==> config.mk <==
export PLATFORM = sky130hd
export DESIGN_NAME = ahb_master
export DESIGN_NICKNAME = d
export VERILOG_FILES = /design/src/rtl/ahb_master.sv
export SDC_FILE = /design/constraint.sdc
export NUM_CORES = 1
export LEC_CHECK = 0
export ABC_AREA = 1
export BUFFER_PORTS_ARGS = -buffer_cell sky130_fd_sc_hd__buf_2
export CORE_MARGIN = 4
export CORE_UTILIZATION = 56
export CTS_BUF_LIST = sky130_fd_sc_hd__clkbuf_4 sky130_fd_sc_hd__clkbuf_8
export DETAILED_ROUTE_END_ITERATION = 7
export PLACE_DENSITY = 0.88
export SETUP_SLACK_MARGIN = 0.05
export SYNTH_ARGS = -nofsm -noshare
export SYNTH_HDL_FRONTEND = slang
export SYNTH_SLANG_ARGS = --single-unit
==> constraint.sdc <==
create_clock -name clk -period 6.96 [get_ports clk]
set_clock_uncertainty 0.15 [all_clocks]
set_input_delay 1.392 -clock clk [delete_from_list [all_inputs] [get_ports clk]]
set_output_delay 1.392 -clock clk [all_outputs]
set_load 0.01 [all_outputs]
==> src/rtl/ahb_master.sv <==
// AHB-Lite initiator: command/handshake front end to single and INCR bursts
// with overlapped address/data phases, wait states, ERROR and 1KB splitting.
module ahb_master #(
  parameter int ADDR_W  = 32,
  parameter int DATA_W  = 32,
  parameter int MAX_LEN = 16
) (
  input  logic              clk,
  input  logic              hresetn,
  input  logic              cmd_valid,
  output logic              cmd_ready,
  input  logic              cmd_write,
  input  logic [ADDR_W-1:0] cmd_addr,
  input  logic [2:0]        cmd_size,
  input  logic [4:0]        cmd_len,
  input  logic [DATA_W-1:0] wr_data,
  output logic              wr_pop,
  output logic              rd_valid,
  output logic [DATA_W-1:0] rd_data,
  output logic              done,
  output logic              err,
  output logic              hsel,
  output logic [1:0]        htrans,
  output logic              hwrite,
  output logic [2:0]        hsize,
  output logic [2:0]        hburst,
  output logic [ADDR_W-1:0] haddr,
  output logic [DATA_W-1:0] hwdata,
  input  logic              hready,
  input  logic              hresp,
  input  logic [DATA_W-1:0] hrdata
);

  localparam logic [1:0] T_IDLE = 2'b00;
  localparam logic [1:0] T_NSEQ = 2'b10;
  localparam logic [1:0] T_SEQ  = 2'b11;
  localparam logic [2:0] B_INCR = 3'b001;

  typedef enum logic [2:0] {
    S_IDLE, S_NSEQ, S_SEQ, S_LAST, S_ERRW
  } state_t;

  state_t            state_q, state_d;
  logic [4:0]        cnt_q, cnt_d;
  logic              hsel_q, hsel_d;
  logic [1:0]        htrans_q, htrans_d;
  logic [ADDR_W-1:0] haddr_q, haddr_d;
  logic              hwrite_q, hwrite_d;
  logic [2:0]        hsize_q, hsize_d;
  logic [2:0]        hburst_q, hburst_d;
  logic [DATA_W-1:0] hwdata_q, hwdata_d;
  logic              cmd_ready_q, cmd_ready_d;
  logic              rd_valid_q, rd_valid_d;
  logic [DATA_W-1:0] rd_data_q, rd_data_d;
  logic              done_q, done_d;
  logic              err_q, err_d;

  logic [2:0]        sz;
  logic [4:0]        len;
  logic [2:0]        burst;
  logic              dph;
  logic              fin;
  logic              fail;
  logic [ADDR_W-1:0] nxt;

  always_comb begin
    sz  = (cmd_size > 3'd2) ? 3'd2 : cmd_size;
    len = (cmd_len == 5'd0) ? 5'd1 :
          (cmd_len > 5'(MAX_LEN)) ? 5'(MAX_LEN) : cmd_len;
    case (len)
      5'd1:    burst = 3'b000;
      5'd4:    burst = 3'b011;
      5'd8:    burst = 3'b101;
      5'd16:   burst = 3'b111;
      default: burst = B_INCR;
    endcase
  end

  // A data phase is outstanding whenever a previous address phase completed
  assign dph = (state_q == S_SEQ) || (state_q == S_LAST);
  assign nxt = haddr_q + (ADDR_W'(1) << hsize_q);

  assign wr_pop = hwrite_q & htrans_q[1] & hready & ~(dph & hresp);

  always_comb begin
    state_d     = state_q;
    cnt_d       = cnt_q;
    hsel_d      = hsel_q;
    htrans_d    = htrans_q;
    haddr_d     = haddr_q;
    hwrite_d    = hwrite_q;
    hsize_d     = hsize_q;
    hburst_d    = hburst_q;
    hwdata_d    = hwdata_q;
    cmd_ready_d = cmd_ready_q;
    rd_data_d   = rd_data_q;
    rd_valid_d  = 1'b0;
    done_d      = 1'b0;
    err_d       = 1'b0;
    fin         = 1'b0;
    fail        = 1'b0;
    unique case (state_q)
      S_IDLE: begin
        if (cmd_valid) begin
          state_d     = S_NSEQ;
          cmd_ready_d = 1'b0;
          hsel_d      = 1'b1;
          htrans_d    = T_NSEQ;
          haddr_d     = cmd_addr;
          hwrite_d    = cmd_write;
          hsize_d     = sz;
          hburst_d    = burst;
          cnt_d       = len - 5'd1;
        end
      end
      S_ERRW: begin
        if (hready) begin
          fin  = 1'b1;
          fail = 1'b1;
        end
      end
      default: begin
        if (dph && hresp) begin
          htrans_d = T_IDLE;
          state_d  = S_ERRW;
          if (hready) begin
            fin  = 1'b1;
            fail = 1'b1;
          end
        end else begin
          if (dph && hready && !hwrite_q) begin
            rd_valid_d = 1'b1;
            rd_data_d  = hrdata;
          end
          if (hready) begin
            if (state_q == S_LAST) begin
              fin = 1'b1;
            end else begin
              if (hwrite_q) hwdata_d = wr_data;
              if (cnt_q == 5'd0) begin
                htrans_d = T_IDLE;
                state_d  = S_LAST;
              end else begin
                haddr_d = nxt;
                cnt_d   = cnt_q - 5'd1;
                state_d = S_SEQ;
                if (nxt[9:0] == 10'd0) begin
                  htrans_d = T_NSEQ;
                  hburst_d = B_INCR;
                end else begin
                  htrans_d = T_SEQ;
                end
              end
            end
          end
        end
      end
    endcase
    if (fin) begin
      state_d     = S_IDLE;
      htrans_d    = T_IDLE;
      hsel_d      = 1'b0;
      cmd_ready_d = 1'b1;
      done_d      = 1'b1;
      err_d       = fail;
    end
  end

  always_ff @(posedge clk or negedge hresetn) begin
    if (!hresetn) begin
      state_q     <= S_IDLE;
      cnt_q       <= '0;
      hsel_q      <= 1'b0;
      htrans_q    <= T_IDLE;
      haddr_q     <= '0;
      hwrite_q    <= 1'b0;
      hsize_q     <= 3'd2;
      hburst_q    <= 3'b000;
      hwdata_q    <= '0;
      cmd_ready_q <= 1'b1;
      rd_valid_q  <= 1'b0;
      rd_data_q   <= '0;
      done_q      <= 1'b0;
      err_q       <= 1'b0;
    end else begin
      state_q     <= state_d;
      cnt_q       <= cnt_d;
      hsel_q      <= hsel_d;
      htrans_q    <= htrans_d;
      haddr_q     <= haddr_d;
      hwrite_q    <= hwrite_d;
      hsize_q     <= hsize_d;
      hburst_q    <= hburst_d;
      hwdata_q    <= hwdata_d;
      cmd_ready_q <= cmd_ready_d;
      rd_valid_q  <= rd_valid_d;
      rd_data_q   <= rd_data_d;
      done_q      <= done_d;
      err_q       <= err_d;
    end
  end

  assign cmd_ready = cmd_ready_q;
  assign rd_valid  = rd_valid_q;
  assign rd_data   = rd_data_q;
  assign done      = done_q;
  assign err       = err_q;
  assign hsel      = hsel_q;
  assign htrans    = htrans_q;
  assign hwrite    = hwrite_q;
  assign hsize     = hsize_q;
  assign hburst    = hburst_q;
  assign haddr     = haddr_q;
  assign hwdata    = hwdata_q;

endmodule

* Word-level counts from Yosys, hierarchy flattened
Cells that the tools add are included.
** Cells by class
- Add/subtract/negate cells :: 3
- Multipliers :: 0
- Divide/modulo/power cells :: 0
- Order comparisons :: 2
- Equality and inequality tests :: 14
- Shift-type cells :: 1
- Muxes and demuxes :: 56
- Bitwise operators :: 9
- Reduce and logical (&&, ||, !) cells :: 22
** Operators with widths (count)
- 32-bit two-way mux :: 5
- 32-bit case mux with 2 select lines :: 1
- 3-bit two-way mux :: 12
- 5-bit two-way mux :: 7
- 32-bit adder :: 1
- 1-bit by 3-bit << shifter with 32-bit output (first input constant) :: 1
- 1-bit two-way mux :: 18
- 2-bit two-way mux :: 6
- 3-bit case mux with 2 select lines :: 2
- 3-bit case mux with 4 select lines :: 1
- 10-bit zero test :: 1
- 5-bit zero test :: 2
- 5-bit case mux with 2 select lines :: 1
- 5-bit by 1-bit subtractor with 5-bit output (second input constant) :: 2
- 2-bit nonzero test :: 4
- 7-bit AND reduction :: 1
- 3-bit by 2-bit equality test with 1-bit output (second input constant) :: 2
- 2-bit by 1-bit != test with 1-bit output (second input constant) :: 3
- 6-bit AND reduction :: 1
- 5-bit by 1-bit equality test with 1-bit output (second input constant) :: 1
- 5-bit by 3-bit equality test with 1-bit output (second input constant) :: 1
- 5-bit by 4-bit equality test with 1-bit output (second input constant) :: 1
- 5-bit equality test (second input constant) :: 1
- 5-bit greater-than comparator (second input constant) :: 1
- 19 further kinds :: 31
** Word-level totals
- Register bits :: 118
- Latch bits :: 0
- RAM bits :: 0
- Memory bits (read-only) :: 0
- Bits of input ports :: 110
- Word-level logic and storage cells :: 121
- Memories kept :: 0

* Logic depth before layout (Yosys ltp)
Gate-level depths: netlist (run 1).
- Depth in word-level cells :: 10
- Depth in mapped cells :: 18

* Worst setup path after synthesis (run 1)
OpenSTA, ideal clock, no wires.
- Kind :: input port to output port
- From :: in hresp
- To :: out wr_pop
- Arrival :: 1866 ps
- Path slack :: 3552 ps
- Stages :: 5
- Buffers on the path :: 0
- Cell sequence :: inv_1 -> nor2_1 -> inv_1 -> nand4_1 -> inv_1
** On the way
- Cells in the longest elaborated chain, start to end :: 3
** Ends and longest elaborated chain
- start, declared :: line 30 : input logic hresp,
- 1-bit bitwise AND :: line 83 : assign wr_pop = hwrite_q & htrans_q[1] & hready & ~(dph & hresp);
- 1-bit inverter :: line 83
- 1-bit bitwise AND :: line 83
- end, declared :: line 17 : output logic wr_pop,
No other way between the ends.

* Final worst setup path (run 1)
Same ends and word-level chain as after synthesis.

==> out/qor.yml, run 1 <==
cts_tree: "done"
path_clk_slew_ns: 0.08
grt_max_degree: 69
antennaDiodeCount: 0
syn-cell-area_um2: 6320
ant_nets: 0
ios: 221
async_reset_ff_frac: 1.00
holdWs_ns: 0.320
vias: 6311
timing.slew.headroom: 0.370
post_cts_buffers: 0
die_x_um: 114
power_density_nw_per_um2: 483
syn_inst: 818
first_pass_iters: 5
timing.fmax_ghz: 0.264
ctsLongestPathBuffers: 2
final_common_cell: "nand2_1"
num_rows: 38
grtUsageTotal: 0.272
post-synth-top-area-fraction: 0.459
cts-root-buf: "clkbuf_8"
overflow: 0
start_util: 0.578
syn_nets: 942
fin_nets: 1161
final_cell_mix: "nand2_1 (281), buf_2 (219), dfrtp_1 (116)"
dpl_worst_slack_ns: 3.21
hold_start: "rd_data[11]"
post_drt_wl_per_cell_um: 14.9
synth_enable_flop_cells: 0
synth.area.top_cells: "dfrtp_1 (46%), nand2_1 (17%), mux2_2 (5.2%)"
htreeDepth: 4
hpwl_um: 13100
ir_drop_mv: 0.285
worst_pin_slew_ns: 0.944
multi_input_area_um2: 2950
final.period_utilization: 0.544
total_power_w: 0.00384
syn_avg_cell_area_um2: 7.73
synth_top_cell_by_area: "dfrtp_1"
hold_buffers: 0
r2r_start: "state_q[1]"
required_ns: 5.42
antenna_found_initial: 0
routed_wl_um: 17700
min_period_ns: 3.78
crit_fanout: 4
rsz0062_at_grt: "no"
drt_iter0_drc: 561
area_delta_synth_final_pct: 26.0
cts_resized: 0
regArea_um2: 2960
hp-class: "flip-flop to flip-flop"
clock_latency_ns: 0.42
leakagePower_nw: 4.37
cts.sinks: 118
start_kind: "input pin"
finalHoldViolations: 0
yosysUniqueCellTypes: 34
fin_area_um2: 7960
placed_area_um2: 7540
synth_ff_type: "dfrtp_1"
tns_ns: 0
arrival_ns: 2.24
cts-buffers-inserted: 17
ys_seq_elements: 118
grt_pass1_wl_um: 28300
portBuffers: 220
yosysSeqAreaShare: 0.468
n_fill_cell: 870
max-cap-violations: 0
setup_viol: 0
via_per_inst: 5.30
core-area_um2: 10900
slew_violations: 0
cp-end-kind: "output port"
crit_type: "input pin to output port"
crit_start: "hresp"
yosysWarnings: 0
fin_ws_ns: 3.18
die_h_um: 114
grt_pass1_vias: 6050
dieArea_um2: 13100
routabilityCongestion: 0.984
layout-drive-gt1-share: 0.288
drc_errors: 0
status: "finished clean"
-- synth_stat cells (all sizes together), types with 2 or more instances --
cell    instances
a21oi          28
a31oi           3
buf            10
clkbuf         14
dfrtp         116
dfstp           2
ha             13
inv            85
mux2           32
nand2         281
nand3          42
nand3b          8
nand4           9
nor2           81
nor3           20
nor4            3
o211ai          4
o21a            4
o21ai          43
o22ai           6
o311ai          2
or2             5
xor2            3
-- state kept, by name, summed over array words and instances, names as in the netlist, 2 cells and up --
register / cells
htrans: 2
state_q: 3
haddr: 32
hwdata: 32
rd_data: 32
cnt_q: 5
hburst: 3
hsize: 3
-- final cells by class --
class | instances | area share
clock buffer | 17 | 0.0294
clock inverter | 15 | 0.0240
inverter | 85 | 0.0401
multi-input combinational | 591 | 0.371
sequential | 118 | 0.371
tap | 140 | 0.0220
timing repair buffer | 224 | 0.142
-- kinds of logic (layout without fill, tap and decap cells) --
family,Yosys count,in the layout,synth area share
AO/OA/AOI/OAI,91,91,0.0804
XOR/XNOR,3,3,0.00416
adder cells (fa/ha/maj),14,14,0.0289
buffers and inverters,109,341,0.0667
flip-flops,118,118,0.468
multiplexers,32,32,0.0570
AND/OR/NAND/NOR,451,451,0.295
-- worst paths after layout --
kind	endpoint	slack (ns)	cells past startpoint
worst min-delay path	rd_data[11]	0.32	2
max in group asynchronous	cnt_q[1]	4.55	2
worst max register to register	haddr[5]	3.28	10
worst max-delay path	wr_pop	3.18	7
worst min register to register	rd_data[11]	0.32	2
min in group asynchronous	haddr[24]	0.92	1
-- metal layers --
metal	up-vias	track usage	routed length, um
met5	-	0	0
met4	0	0.101	504
met3	37	0.0729	1450
met2	264	0.452	8660
met1	2945	0.340	7090
li1	3065	-	-
-- stage by stage --
stage / instances / util
floorplan: 818 / -
detailed placement: 1158 / 0.689
global route: 1190 / 0.728
global placement: 1158 / 0.689
CTS: 1190 / 0.728
finish: 1190 / 0.728
-- worst max-delay path, stage by stage --
cell	delay [ns]
buf_2	0.12
inv_1	0.06
nor2_1	0.25
inv_1	0.14
nand4_1	0.10
inv_1	0.04
buf_2	0.14
-- power by group --
group | switching, W | internal [W]
Combinational | 0.00115 | 0.000716
Clock | 0.000312 | 0.000363
Sequential | 0.000273 | 0.00103
Total | 0.00174 | 0.00211
Power figures use the tool's default switching activity.
==> run 2: changes to the inputs <==
Settings changed: CORE_UTILIZATION 56 to 52, PLACE_DENSITY 0.88 to 0.83.
Clock period 6.96 ns to 3.7 ns, I/O delays scaled along.
==> run 2 against run 1 <==
- core utilization decreased by 6.2 points
- via count shrank 1.3%
- flip-flop and latch count did not move
- power is 86% higher
- routed wire length is 0.24% higher
- register-to-register slack got worse by 2.4 ns
- final cell count rose by 0.84%
- count of clock-buffer cells in the layout grew 1
- first-iteration DRC count down 22%
==> out/qor.yml, run 2 (same netlist as run 1, synthesis figures left out) <==
routabilityCongestion: 0.945
overflow: 0
finalHoldViolations: 0
grt_pass1_vias: 6346
crit_type: "flip-flop to flip-flop"
final.period_utilization: 0.758
path_clk_slew_ns: 0.07
via_per_inst: 5.19
rrSetupSlack_ns: 0.90
holdWs_ns: 0.0478
grt_pass1_wl_um: 30000
crit_family: "simple AND/OR/NAND/NOR gates"
rsz0062_at_grt: "no"
clock_latency_ns: 0.44
post_drt_wl_per_cell_um: 14.8
area_delta_synth_final_pct: 26.0
die_h_um: 118
layout-drive-gt1-share: 0.289
total_power_w: 0.00715
fin_nets: 1163
drc_errors: 0
crit_fanout: 6
hold_buffers: 0
cts_tree: "done"
arrival_ns: 2.99
cts-root-buf: "clkbuf_8"
cp-end-kind: "flip-flop"
max_stage_delay_ns: 0.57
min_period_ns: 2.80
grtUsageTotal: 0.264
ctsLongestPathBuffers: 2
post_cts_buffers: 0
core-area_um2: 12000
portBuffers: 220
start_util: 0.528
crit_buf_inv: 2
cts_resized: 0
vias: 6230
die_x_um: 118
final_cell_mix: "nand2_1 (281), buf_2 (219), dfrtp_1 (116)"
dieArea_um2: 14000
tns_ns: 0
timing.fmax_ghz: 0.357
hp-class: "input pin to asynchronous set/reset pin"
status: "finished clean"
ant_nets: 0
cts.sinks: 118
antenna_found_initial: 1
setup_viol: 0
start_kind: "flip-flop"
cts-buffers-inserted: 17
timing.slew.headroom: 0.604
final_common_cell: "nand2_1"
htreeDepth: 4
leakagePower_nw: 4.37
num_rows: 40
first_pass_iters: 5
crit_path_top_delay_cell: "dfstp_2"
power_density_nw_per_um2: 897
required_ns: 3.88
routed_wl_um: 17800
worst_pin_slew_ns: 0.593
hpwl_um: 13400
drt_iter0_drc: 438
ir_drop_mv: 0.527
crit_path_frequent_cell: "nand2_1"
max-cap-violations: 0
grt_max_degree: 96
path_cells: "inv_1 -> nor3_1 -> ha_1 -> a21oi_1 -> inv_1 -> nor2_1 -> nand2_1 -> nand2_1 -> nand2_1 -> nor2_1 -> nand2_1 -> nand2_1 -> nand2_1 -> nand2_1 -> nand2_1"
ios: 221
slew_violations: 0
==> run 2: layer usage <==
layer | GRT usage | vias to the layer above | routed length [um] | share of wire
met1 | 0.316 | 2856 | 7020 | 0.40
li1 | - | 3067 | - | -
met5 | 0 | - | 0 | 0
met4 | 0.116 | 0 | 640 | 0.036
met2 | 0.443 | 258 | 8590 | 0.48
met3 | 0.0775 | 49 | 1500 | 0.084
==> run 2: final timing paths <==
check / startpoint / end / cells past startpoint
setup / recovery: hsize[1] / hburst[1] / 15
hold / removal: hresetn / haddr[8] / 1
setup reg to reg: hsize[1] / hburst[1] / 15
hold reg to reg: hburst[2] / hburst[2] / 2
max in group asynchronous: hresetn / cmd_ready / 2
min in group clk: hburst[2] / hburst[2] / 2
==> run 2: through the flow <==
| stage | utilization | std cells | setup slack, ns | cell area (um^2) |
|---|---|---|---|---|
| finish | 0.666 | 1200 | 0.896 | 7970 |
| global route | 0.666 | 1200 | 0.589 | 7970 |
| CTS | 0.666 | 1199 | 0.884 | 7960 |
| detailed placement | 0.633 | 1167 | 0.882 | 7570 |
| global placement | 0.633 | 1167 | 0.978 | 7570 |
| floorplan | - | 818 | 1.12 | 6320 |
==> run 2: worst register-to-register path: cells and delay by family, from the launching register on <==
family,cells,cell delay (ns)
simple gates,11,1.26
flops,1,0.57
fa+ha+maj,1,0.34
compound gates,1,0.22
buf+inv,2,0.17
==> run 2: cell type report <==
cell class,count,area [um^2]
diodes,1,2.50
clock buffers,18,241
clock inverters,14,150
fillers,1076,4000
inverters,85,319
multi-input cells,591,2950
flip-flops and latches,118,2960
well taps,147,184
repair buffers,226,1160
==> run 2: power by group <==
group          internal (W)  leakage [nW]  total [W]  switching [W]
Clock              0.000611         0.194    0.00117       0.000560
Sequential          0.00193          1.43    0.00245       0.000516
Combinational       0.00136          2.74    0.00353        0.00217
Total               0.00391          4.37    0.00715        0.00324
